[src/rtl/button_debouncer.sv]
// ---------------------------------------------------------------------------
// button_debouncer
//
// Conditions a raw, low-active, bouncy push-button pin into clean events.
// The pin is synchronised, then a four-state FSM requires DebounceCycles
// consecutive identical samples before committing a press or a release. A
// hold timer running while the button is down produces a long-press event.
//
// Ports:
//   clk           system clock
//   rst           asynchronous, active-high reset
//   btnx          raw button pin, low = pressed, asynchronous to clk
//   btn_level     debounced level, 1 = pressed
//   press_tick    one-cycle pulse when a press commits
//   release_tick  one-cycle pulse when a release commits
//   long_tick     one-cycle pulse when the hold reaches LongPressCycles
//   long_held     high from long_tick until the release commits
//   press_count   committed presses, wrapping modulo 2^CountWidth
//
// All outputs come straight from flops; btnx has no combinational path out.
// ---------------------------------------------------------------------------
module button_debouncer #(
    parameter int SyncStages      = 2,
    parameter int DebounceCycles  = 240000,
    parameter int LongPressCycles = 24000000,
    parameter int CountWidth      = 8
) (
    input  logic                  clk,
    input  logic                  rst,
    input  logic                  btnx,
    output logic                  btn_level,
    output logic                  press_tick,
    output logic                  release_tick,
    output logic                  long_tick,
    output logic                  long_held,
    output logic [CountWidth-1:0] press_count
);

    localparam int MaxCycles = (LongPressCycles > DebounceCycles) ? LongPressCycles
                                                                  : DebounceCycles;
    localparam int CntW      = $clog2(MaxCycles + 1);

    // deb_cnt counts the samples after the one that entered a *_DB state,
    // so the commit happens when it reaches DebounceCycles-2.
    localparam logic [CntW-1:0] DebLast  = CntW'((DebounceCycles >= 2) ? DebounceCycles - 2 : 0);
    localparam logic [CntW-1:0] LongLast = CntW'((LongPressCycles >= 1) ? LongPressCycles - 1 : 0);
    localparam logic [CntW-1:0] LongMax  = CntW'(LongPressCycles);
    localparam bit              DebOne   = (DebounceCycles == 1);
    localparam bit              LongEn   = (LongPressCycles != 0);

    // Parameter sanity, reported at elaboration.
    if (SyncStages < 2) begin : g_bad_sync
        $error("button_debouncer: SyncStages must be >= 2");
    end
    if (DebounceCycles < 1) begin : g_bad_deb
        $error("button_debouncer: DebounceCycles must be >= 1");
    end
    if (LongPressCycles != 0 && LongPressCycles <= DebounceCycles) begin : g_bad_long
        $error("button_debouncer: LongPressCycles must be 0 or > DebounceCycles");
    end

    typedef enum logic [1:0] {
        IDLE,
        PRESS_DB,
        HELD,
        RELEASE_DB
    } state_t;

    logic [SyncStages-1:0] r_sync;
    state_t                r_state;
    logic [CntW-1:0]       r_deb_cnt;
    logic [CntW-1:0]       r_hold_cnt;

    logic w_s;
    logic w_in_hold;
    logic w_deb_done;
    logic w_press_commit;
    logic w_rel_commit;
    logic w_long_hit;

    assign w_s = r_sync[SyncStages-1];

    // Presetting to 1 makes the chain look "released" straight out of reset,
    // so a button still held during reset is reported as a fresh press.
    // NOTE: sequential state uses non-blocking assignments so every flop
    // samples the pre-edge values regardless of statement order.
    always_ff @(posedge clk or posedge rst) begin
        if (rst) begin
            r_sync <= '1;
        end else begin
            r_sync <= {r_sync[SyncStages-2:0], btnx};
        end
    end

    // NOTE: every always_comb output is assigned on every path, so no latch
    // can be inferred.
    always_comb begin
        w_in_hold      = (r_state == HELD) || (r_state == RELEASE_DB);
        w_deb_done     = (r_deb_cnt == DebLast);
        w_press_commit = !w_s && (((r_state == PRESS_DB) && w_deb_done) ||
                                  (DebOne && (r_state == IDLE)));
        w_rel_commit   =  w_s && (((r_state == RELEASE_DB) && w_deb_done) ||
                                  (DebOne && (r_state == HELD)));
        // A release committing on the threshold edge suppresses the long event.
        w_long_hit     = LongEn && w_in_hold && (r_hold_cnt == LongLast) && !w_rel_commit;
    end

    always_ff @(posedge clk or posedge rst) begin
        if (rst) begin
            r_state      <= IDLE;
            r_deb_cnt    <= '0;
            r_hold_cnt   <= '0;
            btn_level    <= 1'b0;
            press_tick   <= 1'b0;
            release_tick <= 1'b0;
            long_tick    <= 1'b0;
            long_held    <= 1'b0;
            press_count  <= '0;
        end else begin
            press_tick   <= 1'b0;
            release_tick <= 1'b0;
            long_tick    <= 1'b0;

            // Hold timer keeps running through release bounces and saturates,
            // which is what limits long_tick to once per press.
            if (LongEn && w_in_hold && (r_hold_cnt != LongMax)) begin
                r_hold_cnt <= r_hold_cnt + CntW'(1);
            end
            if (w_long_hit) begin
                long_tick <= 1'b1;
                long_held <= 1'b1;
            end

            if (w_press_commit) begin
                r_state     <= HELD;
                btn_level   <= 1'b1;
                press_tick  <= 1'b1;
                press_count <= press_count + CountWidth'(1);
                r_hold_cnt  <= '0;
            end else if (w_rel_commit) begin
                r_state      <= IDLE;
                btn_level    <= 1'b0;
                release_tick <= 1'b1;
                long_held    <= 1'b0;
            end else begin
                case (r_state)
                    IDLE: begin
                        if (!w_s) begin
                            r_state   <= PRESS_DB;
                            r_deb_cnt <= '0;
                        end
                    end
                    PRESS_DB: begin
                        if (w_s) begin
                            r_state <= IDLE;
                        end else begin
                            r_deb_cnt <= r_deb_cnt + CntW'(1);
                        end
                    end
                    HELD: begin
                        if (w_s) begin
                            r_state   <= RELEASE_DB;
                            r_deb_cnt <= '0;
                        end
                    end
                    RELEASE_DB: begin
                        if (!w_s) begin
                            r_state <= HELD;
                        end else begin
                            r_deb_cnt <= r_deb_cnt + CntW'(1);
                        end
                    end
                    default: r_state <= IDLE;
                endcase
            end
        end
    end

endmodule
[config.mk]
export PLATFORM = sky130hd
export DESIGN_NAME = button_debouncer
export DESIGN_NICKNAME = d
export VERILOG_FILES = /design/src/rtl/button_debouncer.sv
export SDC_FILE = /design/constraint.sdc
export NUM_CORES = 1
export LEC_CHECK = 0
export ABC_AREA = 1
export BUFFER_PORTS_ARGS = -buffer_cell sky130_fd_sc_hd__buf_2
export CORE_MARGIN = 2
export CORE_UTILIZATION = 45
export CTS_BUF_LIST = sky130_fd_sc_hd__clkbuf_8
export CTS_CLUSTER_DIAMETER = 30
export CTS_CLUSTER_SIZE = 10
export DETAILED_ROUTE_END_ITERATION = 12
export SLEW_MARGIN = 20
export SYNTH_ARGS = -nofsm -noshare
export SYNTH_HDL_FRONTEND = slang
export SYNTH_SLANG_ARGS = --single-unit
[constraint.sdc]
create_clock -name clk -period 2.2 [get_ports clk]
set_input_delay 0.33 -clock clk [delete_from_list [all_inputs] [get_ports clk]]
set_output_delay 0.33 -clock clk [all_outputs]
set_load 0.05 [all_outputs]
==> results.md <==
* Worst r2r src: r_deb_cnt[0]
* DR vias/cell at 5.00
* Int Pwr at 0.00181 W
* Port Buf Inserts at 15
* Cells on worst reg2reg path at 11
* Ys Warns at 0
* ANT cells at 0
* Crit path kind: register to register
* Routed Antenna Nets at 0
* Vias in the first global route at 4293
* Register share of total power at 52.3%
* Placement row count at 37
* TNS Setup at 0 ps
* DP Worst Slack at 309 ps
* Drt pass-1 iters at 4
* CTS Buf Count at 9
* Share of layout cells above drive strength 1 at 10.5%
* Initial antenna violation count at 0
* Core area at 0.0102 sq mm
* Global-route wire length before repair at 20.0 mm
* Final wirelength at 11.4 mm
* Leak at 2.41 nW
* Hold Vio Cnt, Final at 0
* Logic pwr share at 3.7%
* CTS tree: yes
* Hold Crit Class: input port to register
* Pwr Density at 476 mW/mm^2
* Switch Pwr at 0.000588 W
* CP endpoint kind: register
* Die area at 0.0111 sq mm
* CTS Buffer Depth at 2
* Clock Skew at 11.4 ps
* Insertion delay to the later sink of the worst-skew pair at 360 ps
* Wire length per cell at 13.3 um
* Status: completed
* Nets@finish at 726
* Peak VDD IR at 236 uV
* PnR worst setup slack at 298 ps
* Clk slew on worst S/H paths at 80 ps
* Synth Register Bits at 67
* Clk sink count at 67
* Initial core utilization at 45.6%
* Post-synthesis sequential area ratio at 36.2%
* IO Count at 16
* DRC at 0
* Pins Over Slew Limit at 0
* Die Y at 106 um
* Setup Viol. Count Final at 0
* Tot GR Track Use at 22.3%
* Vias at 4295
* HP Start: btnx
* Layout fillers at 1093
* H-tree depth at 3
* Syn Nets at 707
* Critical Path Source Type: register
* Initial DRC Count at 162
* Die Width at 106 um
* Post-Syn Instances at 699
* Crit path DAT at 2210 ps
* Largest net degree at the start of global routing at 47
* Avg Cell Area, Syn at 6.64 sq um
* Hold depth at 1
* Flop2flop setup slack at 300 ps
* Primary FF master, synth: dfrtp_1
* Critical path required time at 2500 ps
* Net Sw Frac at 24.5%
* Tcrit/Tclk final at 86.4%
* Tightest Pin Transition at 596 ps
* Max transition margin at 60.3%
* Clk pwr share at 44.0%
* Total gr overflow at 0
* Post-synth EDFFs at 0
* Worst hold path endpoint: r_sync[0]
* CTS root buf: clkbuf_8
* RSZ-0062 raised after global routing: no
* FF-to-FF End: r_deb_cnt[9]
* GPL Wtd Cong at 0.942
* Synth-to-layout area growth at 8.68%
* Max-cap viol count at 0
* Ys async rst share at 100%
* Post-synth cell types at 31
* Peak Freq at 0.526 GHz
* Post-Syn Area at 0.00464 sq mm
* Crit path time final at 1900 ps
* Maximum fanout along the worst path at 22
* DP Wirelength at 8.27 mm
flip-flops by register name, summed over array words and instances, names as in the netlist:
| register | count |
|---|---|
| long_held | 1 |
| r_deb_cnt | 25 |
| r_state | 2 |
| long_tick | 1 |
| r_hold_cnt | 25 |
| btn_level | 1 |
| release_tick | 1 |
| press_count | 8 |
| r_sync | 2 |
| press_tick | 1 |
critical path, stage by stage, from the launching register on:
cell	delay [ps]
dfrtp_1	440
inv_1	120
ha_1	200
inv_1	70
nor3_1	190
nand3_1	160
inv_1	90
nand2_1	70
nand2_2	170
buf_12	170
nand2_1	80
nand2_1	80
logic make-up (layout without fill, tap and decap cells):
| group | Yosys count | in the layout | synth area share [%] |
|---|---|---|---|
| adder cells (fa/ha/maj) | 5 | 5 | 1.35 |
| flip-flops | 67 | 67 | 36.2 |
| buffers and inverters | 93 | 117 | 8.98 |
| XOR/XNOR | 26 | 26 | 4.91 |
| AO/OA/AOI/OAI | 32 | 32 | 4.31 |
| AND/OR/NAND/NOR | 476 | 476 | 44.3 |
worst max path at each step:
| stage | start | end | slack, ps | depth (start not counted) |
|---|---|---|---|---|
| floorplan | rst | btn_level | 190 | 1 |
| CTS | r_deb_cnt[0] | r_deb_cnt[15] | 300 | 10 |
| detailed placement | r_deb_cnt[0] | r_deb_cnt[20] | 310 | 10 |
| finish | r_deb_cnt[0] | r_deb_cnt[9] | 300 | 11 |
| global placement | r_deb_cnt[1] | r_deb_cnt[10] | 370 | 9 |
| global route | r_deb_cnt[0] | r_deb_cnt[18] | 60 | 11 |
per-layer routing:
| metal | up-vias | GRT usage (%) | routed length, um |
|---|---|---|---|
| li1 | 2215 | - | - |
| met1 | 1993 | 26.3 | 5090 |
| met2 | 64 | 39.9 | 5650 |
| met3 | 23 | 3.96 | 314 |
| met4 | 0 | 9.02 | 341 |
| met5 | - | 0 | 0 |
area by class of cell:
type / instances / area, sq um / share of cell area (%)
Multi-Input combinational cell: 539 / 2540 / 50.4
Sequential cell: 67 / 1680 / 33.3
Inverter: 75 / 282 / 5.58
Timing Repair Buffer: 26 / 173 / 3.42
Tap cell: 136 / 170 / 3.37
Clock buffer: 10 / 138 / 2.73
Clock inverter: 6 / 57.6 / 1.14
synthesized netlist by cell type, types with 7 or more instances:
cell type | number | area share, %
nor2_2 | 8 | 1.1
nor3_1 | 7 | 0.76
nand2_1 | 240 | 19
nor2_1 | 109 | 8.8
dfrtp_1 | 65 | 35
inv_1 | 70 | 5.7
nand4_1 | 7 | 0.94
nand3_1 | 80 | 8.6
xor2_1 | 18 | 3.4
o21ai_0 | 17 | 1.8
nand3b_1 | 9 | 1.5
xnor2_1 | 8 | 1.5
cells in the final DEF, fill, tap and decap left out, types with 2 or more instances in the layout:
cell type	count
dfrtp_1	65
nand3_1	80
dfstp_2	2
inv_2	6
nor3_1	7
nor2_1	109
buf_4	9
a21oi_1	2
nand2_2	6
o21bai_1	4
buf_2	15
clkinvlp_4	2
clkbuf_8	10
nand2_1	240
nand4_1	7
o21ai_2	5
xnor2_1	8
nor2_2	8
nor2_4	3
xor2_1	18
nand3_2	4
o21ai_0	17
o21ai_1	3
ha_1	5
inv_1	71
nand3b_1	9
power groups by stage:
stage	Sequential (W)	Combinational, W	Clock (W)
after global routing	0.00125	0.000106	0.00112
after detailed placement	0.00128	0.0000914	0
final	0.00125	0.0000894	0.00106
after floorplan	0.00127	0.0000634	0
after CTS	0.00125	0.0000931	0.00108
after global placement	0.00128	0.0000905	0
stage by stage:
step           cells  hold WS, ps  power (W)  instance area (sq um)  utilization, %
3_3_place_gp     842          347    0.00137                   4840            47.5
3_5_place_dp     842          348    0.00137                   4840            47.5
4_1_cts          859         52.2    0.00242                   5040            49.5
5_1_grt          859         56.8    0.00248                   5040            49.5
2_1_floorplan    699          334    0.00134                   4640               -
6_report         859         69.8    0.00240                   5040            49.5
what timing repair did:
item	4_1_cts	5_1_grt
hold buffers	1	0
gates resized for setup	0	0
setup buffers	0	0
hold endpoints to repair	7	0
No activity file was read; power rests on OpenSTA's default activity.
